$ cat src/rtl/spi_pkg.sv
// Shared definitions for the SPI master: command encodings, FSM state
// encoding and default widths.
package spi_pkg;

    localparam int FRAME_W_DEF = 10;
    localparam int DATA_W_DEF  = 8;
    localparam int RD_WAIT_DEF = 2;
    localparam int CMD_W       = 2;

    localparam logic [CMD_W-1:0] CMD_WR_ADDR = 2'b00;
    localparam logic [CMD_W-1:0] CMD_WR_DATA = 2'b01;
    localparam logic [CMD_W-1:0] CMD_RD_ADDR = 2'b10;
    localparam logic [CMD_W-1:0] CMD_RD_DATA = 2'b11;

    typedef enum logic [2:0] {
        ST_IDLE,
        ST_START,
        ST_SHIFT,
        ST_WAIT,
        ST_RECV,
        ST_END
    } state_t;

endpackage

$ cat src/rtl/spi_master_shreg.sv
// Datapath for the SPI master: parallel-load TX register shifted out MSB first,
// and an RX register shifting MISO in from the LSB side.
module spi_master_shreg #(
    parameter int TX_W = 10,
    parameter int RX_W = 8
) (
    input  logic            clk,
    input  logic            rst,
    input  logic            load_i,
    input  logic [TX_W-1:0] load_data_i,
    input  logic            tx_shift_i,
    input  logic            rx_shift_i,
    input  logic            rx_bit_i,
    output logic            tx_bit_o,
    output logic [RX_W-1:0] rx_next_o
);

    logic [TX_W-1:0] tx_q, tx_d;
    logic [RX_W-1:0] rx_q, rx_d;

    assign tx_bit_o  = tx_q[TX_W-1];
    // Value the RX register takes after this edge's sample; lets the caller
    // capture the final byte in the same edge as the last sample.
    assign rx_next_o = {rx_q[RX_W-2:0], rx_bit_i};

    always_comb begin
        tx_d = tx_q;
        rx_d = rx_q;
        if (load_i) begin
            tx_d = load_data_i;
            rx_d = '0;
        end else if (tx_shift_i) begin
            tx_d = {tx_q[TX_W-2:0], 1'b0};
        end
        if (rx_shift_i) begin
            rx_d = rx_next_o;
        end
    end

    always_ff @(posedge clk or posedge rst) begin
        if (rst) begin
            tx_q <= '0;
            rx_q <= '0;
        end else begin
            tx_q <= tx_d;
            rx_q <= rx_d;
        end
    end

endmodule

$ cat src/rtl/spi_master.sv
// SPI master: sends a command/payload frame on MOSI and, for read-data
// commands, collects a byte from MISO after a fixed turnaround.
module spi_master
    import spi_pkg::*;
#(
    parameter int FRAME_W = FRAME_W_DEF,
    parameter int DATA_W  = DATA_W_DEF,
    parameter int RD_WAIT = RD_WAIT_DEF
) (
    input  logic               clk,
    input  logic               rst,
    input  logic               start,
    input  logic [FRAME_W-1:0] cmd_data,
    output logic               busy,
    output logic               done,
    output logic [DATA_W-1:0]  rd_data,
    output logic               rd_valid,
    output logic               SS_n,
    output logic               MOSI,
    input  logic               MISO
);

    localparam int CNT_W = $clog2(FRAME_W + 1);

    state_t            state_q, state_d;
    logic [CNT_W-1:0]  cnt_q, cnt_d;
    logic              rd_q, rd_d;
    logic [DATA_W-1:0] rd_data_q, rd_data_d;

    logic              load, tx_shift, rx_shift, tx_bit;
    logic [DATA_W-1:0] rx_next;

    spi_master_shreg #(
        .TX_W (FRAME_W),
        .RX_W (DATA_W)
    ) u_shreg (
        .clk         (clk),
        .rst         (rst),
        .load_i      (load),
        .load_data_i (cmd_data),
        .tx_shift_i  (tx_shift),
        .rx_shift_i  (rx_shift),
        .rx_bit_i    (MISO),
        .tx_bit_o    (tx_bit),
        .rx_next_o   (rx_next)
    );

    always_comb begin
        state_d   = state_q;
        rd_d      = rd_q;
        rd_data_d = rd_data_q;
        load      = 1'b0;
        tx_shift  = 1'b0;
        rx_shift  = 1'b0;
        busy      = 1'b1;
        done      = 1'b0;
        rd_valid  = 1'b0;
        SS_n      = 1'b0;
        MOSI      = 1'b0;
        unique case (state_q)
            ST_IDLE: begin
                busy = 1'b0;
                SS_n = 1'b1;
                if (start) begin
                    load    = 1'b1;
                    rd_d    = (cmd_data[FRAME_W-1 -: CMD_W] == CMD_RD_DATA);
                    state_d = ST_START;
                end
            end
            ST_START: state_d = ST_SHIFT;
            ST_SHIFT: begin
                MOSI     = tx_bit;
                tx_shift = 1'b1;
                if (cnt_q == CNT_W'(FRAME_W - 1)) begin
                    if (!rd_q)             state_d = ST_END;
                    else if (RD_WAIT == 0) state_d = ST_RECV;
                    else                   state_d = ST_WAIT;
                end
            end
            ST_WAIT: begin
                if (cnt_q == CNT_W'(RD_WAIT - 1)) state_d = ST_RECV;
            end
            ST_RECV: begin
                rx_shift = 1'b1;
                if (cnt_q == CNT_W'(DATA_W - 1)) begin
                    state_d   = ST_END;
                    rd_data_d = rx_next;
                end
            end
            ST_END: begin
                SS_n     = 1'b1;
                done     = 1'b1;
                rd_valid = rd_q;
                state_d  = ST_IDLE;
            end
            default: begin
                busy    = 1'b0;
                SS_n    = 1'b1;
                state_d = ST_IDLE;
            end
        endcase
        // Counter restarts on every state entry so each phase counts from zero.
        if (state_d != state_q || state_q == ST_IDLE) cnt_d = '0;
        else                                          cnt_d = cnt_q + 1'b1;
    end

    always_ff @(posedge clk or posedge rst) begin
        if (rst) begin
            state_q   <= ST_IDLE;
            cnt_q     <= '0;
            rd_q      <= 1'b0;
            rd_data_q <= '0;
        end else begin
            state_q   <= state_d;
            cnt_q     <= cnt_d;
            rd_q      <= rd_d;
            rd_data_q <= rd_data_d;
        end
    end

    assign rd_data = rd_data_q;

endmodule

$ cat config.mk
export PLATFORM = sky130hd
export DESIGN_NAME = spi_master
export DESIGN_NICKNAME = d
export VERILOG_FILES = /design/src/rtl/spi_pkg.sv /design/src/rtl/spi_master_shreg.sv /design/src/rtl/spi_master.sv
export SDC_FILE = /design/constraint.sdc
export NUM_CORES = 1
export LEC_CHECK = 0
export CORE_MARGIN = 3
export CORE_UTILIZATION = 46
export DETAILED_ROUTE_END_ITERATION = 10
export PLACE_DENSITY = 0.74
export RECOVER_POWER = 50
export SKIP_LAST_GASP = 1
export SYNTH_ARGS = -nofsm -noshare
export SYNTH_HDL_FRONTEND = slang
export SYNTH_SLANG_ARGS = --single-unit
$ cat constraint.sdc
create_clock -name clk -period 1.5 [get_ports clk]
set_input_delay 0.3 -clock clk [delete_from_list [all_inputs] [get_ports clk]]
set_output_delay 0.3 -clock clk [all_outputs]
set_load 0.1 [all_outputs]
==> metrics.csv, run 1 <==
metric,value,unit
fraction of registers with async set/reset,100.0,%
max-slew violations,0,
Num CTS Buffers,5,
clock-pin slew on the worst setup and hold paths,0.11,ns
Mapped Cells,148,
final worst-path cycle share,121.4,%
"wirelength, routed",4.003,mm
worst slew pin tran,0.8009,ns
hpwl dp,2.311,mm
Psw,1.712,mW
GR peak layer,met2,
global-route wire length before repair,6.575,mm
sequential area share after synthesis,53.31,%
Residual DRC,0,
Die Y,64.03,um
RSZ-0062 raised after global routing,true,
Nets,220,
GRT met1 Usage,23.43,%
min cycle time layout,1.822,ns
Final ANT Viol Nets,0,
Clk pwr share,18.5,%
setup TNS,-2.829,ns
logic gate share of total power,52.6,%
DIE AREA,0.004100,sq mm
DRC marker count from the first detailed-route iteration,64,
grt met2 use,37.68,%
Switching Share,38.30,%
Pleak,1.111,nW
setup violators final,17,
H-tree levels,2,
share of layout cells above drive strength 1,40.49,%
CTS tree,yes,
total gr overflow,0,
kind of critical path,register to output port,
GP Congestion,0.8361,
Crit path arrival time,1.52,ns
initial antenna violation count,0,
Post-Place Worst Slack,-0.2342,ns
antenna cells,0,
Area Overhead vs Synth,59.85,%
wire per inst,16.08,um
Cell Rows,20,
critical path required time,1.20,ns
VDD IR max,1314,uV
sequential power share,28.8,%
chip width,64.03,um
clock tree sinks,33,
Post-synth EDFFs,0,
Ys Warns,0,
Placeable Area,0.003128,sq mm
final hold vios,0,
worst skew pair latency,0.34,ns
Critical Path Source,state_q[1]$_DFF_PP0_,
post-synth cell types,33,
Max Cap Viol,0,
worst r2r src,cnt_q[0]$_DFF_PP0_,
total track usage,20.85,%
clock buffer depth,2,
final worst slack,-0.3215,ns
Most used DFF post-synth,dfrtp_1,
synthesized cell area,0.001549,sq mm
# IOs,27,
drt pass-1 iters,4,
post-DR vias/cell,5.386,
largest net degree at the start of global routing,34,
Mean Syn Cell Area,10.47,sq um
CP Capture Type,output port,
Post-Syn Nets,164,
final core occ,79.16,%
failing checks,setup timing,
Hold Crit Class,input pin to register,
Fmax achieved,549.0,MHz
starting density of the core,49.52,%
PortBufs,26,
met3 Use GR,5.272,%
Startpoint Class,register,
cell internal pwr,2.758,mW
number of global-route vias before repair,1423,
status,finished with violations,
routed vias,1341,
hold_sp,cmd_data[2],
pwr dens,1805,mW/mm^2
skew final,0.01609,ns
Relative slew margins,46.61,%
CP max FO,4,
clk root buf,clkbuf_4,
#FFs+latches synth,33,
-- metal layers --
metal	up-vias	share of wire, %
li1	622	-
met1	668	39
met2	43	55
met5	-	0
met4	0	1.8
met3	8	4.6
-- stage by stage --
step / std cells / cell area, sq um / power [mW] / hold WS, ns
finish: 249 / 2476 / 4.470 / 0.5134
global route: 249 / 2476 / 4.722 / 0.5138
CTS: 248 / 2451 / 4.272 / 0.2809
detailed placement: 227 / 2158 / 3.136 / 0.5082
global placement: 227 / 2158 / 3.077 / 0.4860
floorplan: 148 / 1622 / 2.510 / 0.4168
-- power by group through the flow --
stage	logic, mW	clock network, mW	registers [mW]
after CTS	2.16	0.835	1.28
after floorplan	1.26	0	1.25
after global placement	1.81	0	1.27
after detailed placement	1.85	0	1.28
final	2.35	0.828	1.29
after global routing	2.52	0.885	1.32
-- sequential cells by signal (all words and copies together) (netlist names) --
register / flops
rd_data: 8
u_shreg.tx_q: 10
state_q: 3
u_shreg.rx_q: 7
rd_q: 1
cnt_q: 4
-- critical path, stage by stage, from the launching register on --
cell and delay (ns):
dfrtp_1 0.44, buf_6 0.14, and3b_4 0.28, and2_4 0.14
buf_12 0.16
-- synth_stat cells (all sizes together) (4+ instances only) --
| library cell | count | area, sq um |
|---|---|---|
| nand2 | 25 | 93.84 |
| clkbuf | 4 | 16.26 |
| nor3b | 4 | 30.03 |
| mux2 | 8 | 90.09 |
| o21ai | 17 | 85.08 |
| nor2 | 4 | 15.01 |
| dfrtp | 33 | 825.8 |
| buf | 5 | 25.02 |
| mux2i | 8 | 80.08 |
| nor3 | 7 | 51.30 |
-- worst paths after layout --
kind                                                    end  slack [ns]  cells past startpoint
worst max-delay path                               rd_valid       -0.32                      4
worst min-delay path            u_shreg.tx_q[2]$_DFFE_PP0P_        0.51                      3
worst max register to register           cnt_q[0]$_DFF_PP0_       -0.22                      7
worst min register to register  u_shreg.tx_q[9]$_DFFE_PP0P_        0.52                      1
max in group asynchronous              state_q[0]$_DFF_PP0_        0.32                      3
min in group asynchronous              state_q[1]$_DFF_PP0_        0.61                      3
-- cell usage in the layout (no fill, tap or decap), drive strengths merged --
cell,n
a21oi,2
a221o,2
a31o,1
a31oi,1
and2,3
and3b,1
buf,44
bufinv,2
clkbuf,6
clkdlybuf4s50,12
clkinv,1
dfrtp,33
dlygate4sd3,1
ha,2
inv,3
mux2,8
mux2i,8
nand2,25
nand2b,3
nand3,2
nand4b,1
nor2,4
nor2b,3
nor3,7
nor3b,4
o211ai,2
o21a,1
o21ai,17
o31a,2
o31ai,1
or2,1
xnor2,1
xor2,1
-- cells by family after synthesis --
| kind of cell | count (synthesis) | synth area share [%] |
|---|---|---|
| flops | 33 | 53.31 |
| fa+ha+maj | 2 | 1.615 |
| buf+inv | 12 | 3.392 |
| mux | 16 | 10.99 |
| compound gates | 29 | 11.47 |
| xor+xnor | 2 | 1.131 |
| simple gates | 54 | 18.09 |
-- timing repair --
| item | 4_1_cts | 5_1_grt |
|---|---|---|
| resized for setup | 19 | 15 |
| hold buffers | 0 | 0 |
| pin swaps | 6 | 5 |
| buffers inserted | 12 | 3 |
| endpoints found under the setup margin | 27 | 34 |
| gates cloned | 1 | 1 |
-- area by class of cell --
class	count	area, sq um
Timing Repair Buffer	58	684.4
Clock inverter	3	65.06
Tap cell	44	55.05
Clock buffer	5	37.54
Fill cell	189	651.9
Multi-Input combinational cell	103	794.5
Inverter	3	11.26
Sequential cell	33	828.3
Power figures use the tool's default switching activity.
==> inputs of run 2 (changes only) <==
--- a/config.mk
+++ b/config.mk
@@ -6,11 +6,11 @@
 export NUM_CORES = 1
 export LEC_CHECK = 0
 export CORE_MARGIN = 3
-export CORE_UTILIZATION = 46
+export CORE_UTILIZATION = 61
 export DETAILED_ROUTE_END_ITERATION = 10
-export PLACE_DENSITY = 0.74
+export DONT_BUFFER_PORTS = 1
+export PLACE_DENSITY = 0.77
 export RECOVER_POWER = 50
-export SKIP_LAST_GASP = 1
 export SYNTH_ARGS = -nofsm -noshare
 export SYNTH_HDL_FRONTEND = slang
 export SYNTH_SLANG_ARGS = --single-unit
==> constraint.sdc (replaced) <==
create_clock -name clk -period 1.9 [get_ports clk]
set_input_delay 0.38 -clock clk [delete_from_list [all_inputs] [get_ports clk]]
set_output_delay 0.38 -clock clk [all_outputs]
set_load 0.1 [all_outputs]
==> run 2 against run 1 <==
Net effect: the run now ends clean; total power fell by 39%; clock skew fell by 0.013 ns; die area fell by 22%; routed wire length fell by 21%; critical path depth did not move; via count fell by 15%; core utilization fell by 2.7 points; sequential share of layout area rose by 13 points; clock power fell by 58%; non-clock buffer count fell by 41; flip-flop and latch count did not move; critical endpoint is now SS_n.
==> metrics.csv, run 2 (synthesis results as in run 1) <==
metric,value,unit
total gr overflow,0,
# IOs,27,
FF/Latch Area,828.3,sq um
antenna cells,0,
pwr dens,1539,mW/mm^2
CTS tree,yes,
setup violators final,0,
chip width,56.39,um
DP Area,0.001672,sq mm
CP max FO,8,
share of layout cells above drive strength 1,25.93,%
global-route wire length before repair,5.175,mm
fin area,0.001773,sq mm
post-DR vias/cell,6.000,
Hold Crit Class,input pin to async pin,
Startpoint Class,register,
Pleak,0.8212,nW
kind of critical path,register to output port,
initial antenna violation count,0,
"wirelength, routed",3.157,mm
FF-to-FF path depth,5,
final hold vios,0,
area of the multi-input gates,696.9,sq um
Relative slew margins,39.47,%
clk root buf,clkbuf_4,
final worst-path cycle share,97.69,%
hold-fix buffers at CTS,0,
starting density of the core,66.81,%
Die Y,56.39,um
largest net degree at the start of global routing,34,
GP Congestion,0.7473,
Final ANT Viol Nets,0,
Crit path arrival time,1.48,ns
Nets,179,
number of global-route vias before repair,1122,
CP Capture Type,output port,
Cells after DPL,178,
filler instances,162,
clock-pin slew on the worst setup and hold paths,0.09,ns
Max Cap Viol,0,
largest register by flop count,u_shreg.tx_q,
Num CTS Buffers,5,
worst path cell trace,nor3_2 -> buf_4 -> or2_4 -> buf_12,
critical path required time,1.52,ns
"non-filler cells, final",190,
skew final,0.002931,ns
DIE AREA,0.003180,sq mm
hpwl dp,2.102,mm
Residual DRC,0,
max reg flops,10,
status,finished clean,
Fmax achieved,538.8,MHz
"delay-heaviest family, CP",flip-flops,
min cycle time layout,1.856,ns
Placeable Area,0.002318,sq mm
Area Overhead vs Synth,14.46,%
critical path's slowest cell,dfrtp_2,
CP bufs+invs,2,
worst slew pin tran,0.9080,ns
"commonest cells after routing, fill and taps aside","dfrtp_1 (31), nand2_1 (25), o21ai_0 (17), buf_4 (10)",
cell depth of the worst setup path,4,
setup TNS,0,ns
Cell Rows,17,
Hold Slack,0.1605,ns
wire per inst,16.62,um
H-tree levels,2,
max-slew violations,0,
VDD IR max,1232,uV
"commonest non-fill, non-tap cell in the layout",dfrtp_1,
routed vias,1140,
total track usage,21.30,%
drt pass-1 iters,4,
DRC marker count from the first detailed-route iteration,32,
clock tree sinks,33,
clock buffer depth,2,
worst skew pair latency,0.32,ns
PortBufs,0,
delay of the slowest critical-path stage,0.47,ns
==> run 2: cell count changes in the layout (fill, tap and decap cells not counted), sizes merged <==
| cell | delta |
|---|---|
| buf | -30 |
| bufinv | -2 |
| clkbuf | +2 |
| clkdlybuf4s50 | -12 |
| dlygate4sd3 | -1 |
==> run 2: metal layers <==
layer | vias to the layer above | GRT usage [%] | routed length, um
met3 | 4 | 8.276 | 187
met5 | - | 0 | 0
met1 | 565 | 25.64 | 1307
met2 | 34 | 34.56 | 1623
met4 | 0 | 7.797 | 40
li1 | 537 | - | -
==> run 2: power by group <==
part | internal [mW] | switching (mW) | leakage [nW]
Clock | 0.128 | 0.219 | 0.0269
Sequential | 0.876 | 0.155 | 0.439
Combinational | 0.553 | 0.798 | 0.356
==> run 2: layout make-up <==
type / instances / share of cell area, %
Tap cell: 28 / 1.976
Clock inverter: 1 / 0.2823
Sequential cell: 33 / 46.72
Clock buffer: 5 / 2.117
Timing Repair Buffer: 17 / 8.963
Inverter: 3 / 0.6351
Multi-Input combinational cell: 103 / 39.31
==> run 2: worst paths after layout <==
kind	from	endpoint	slack (ns)
min in group clk	cmd_data[7]	u_shreg.tx_q[7]$_DFFE_PP0P_	0.17
max in group asynchronous	rst	state_q[1]$_DFF_PP0_	1.20
setup reg to reg	cnt_q[0]$_DFF_PP0_	cnt_q[1]$_DFF_PP0_	0.19
hold reg to reg	u_shreg.rx_q[5]$_DFFE_PP0P_	u_shreg.rx_q[6]$_DFFE_PP0P_	0.51
hold / removal	rst	rd_data[2]$_DFFE_PP0P_	0.16
setup / recovery	state_q[2]$_DFF_PP0_	SS_n	0.04
==> run 2: worst reg2reg max path, stage by stage, from the launching register on <==
cell and delay (ns):
dfrtp_1 0.42, ha_1 0.23, nor2b_1 0.17, a31o_2 0.25
o31a_1 0.29, nor3_1 0.26
==> run 2: what timing repair did <==
item                       CTS  global route
setup endpoints to repair    2             4
buffers inserted             2             4
gates resized for setup      2             5
gates cloned                 0             0
pin swaps                    1             2
==> run 2: metrics by stage <==
step | total power, mW | utilization, % | setup slack [ns]
global route | 2.898 | 76.47 | -0.07794
finish | 2.729 | 76.47 | 0.04396
global placement | 2.201 | 72.10 | 0.2770
floorplan | 1.928 | - | -0.3071
detailed placement | 2.260 | 72.10 | 0.1977
CTS | 2.629 | 74.69 | 0.001977
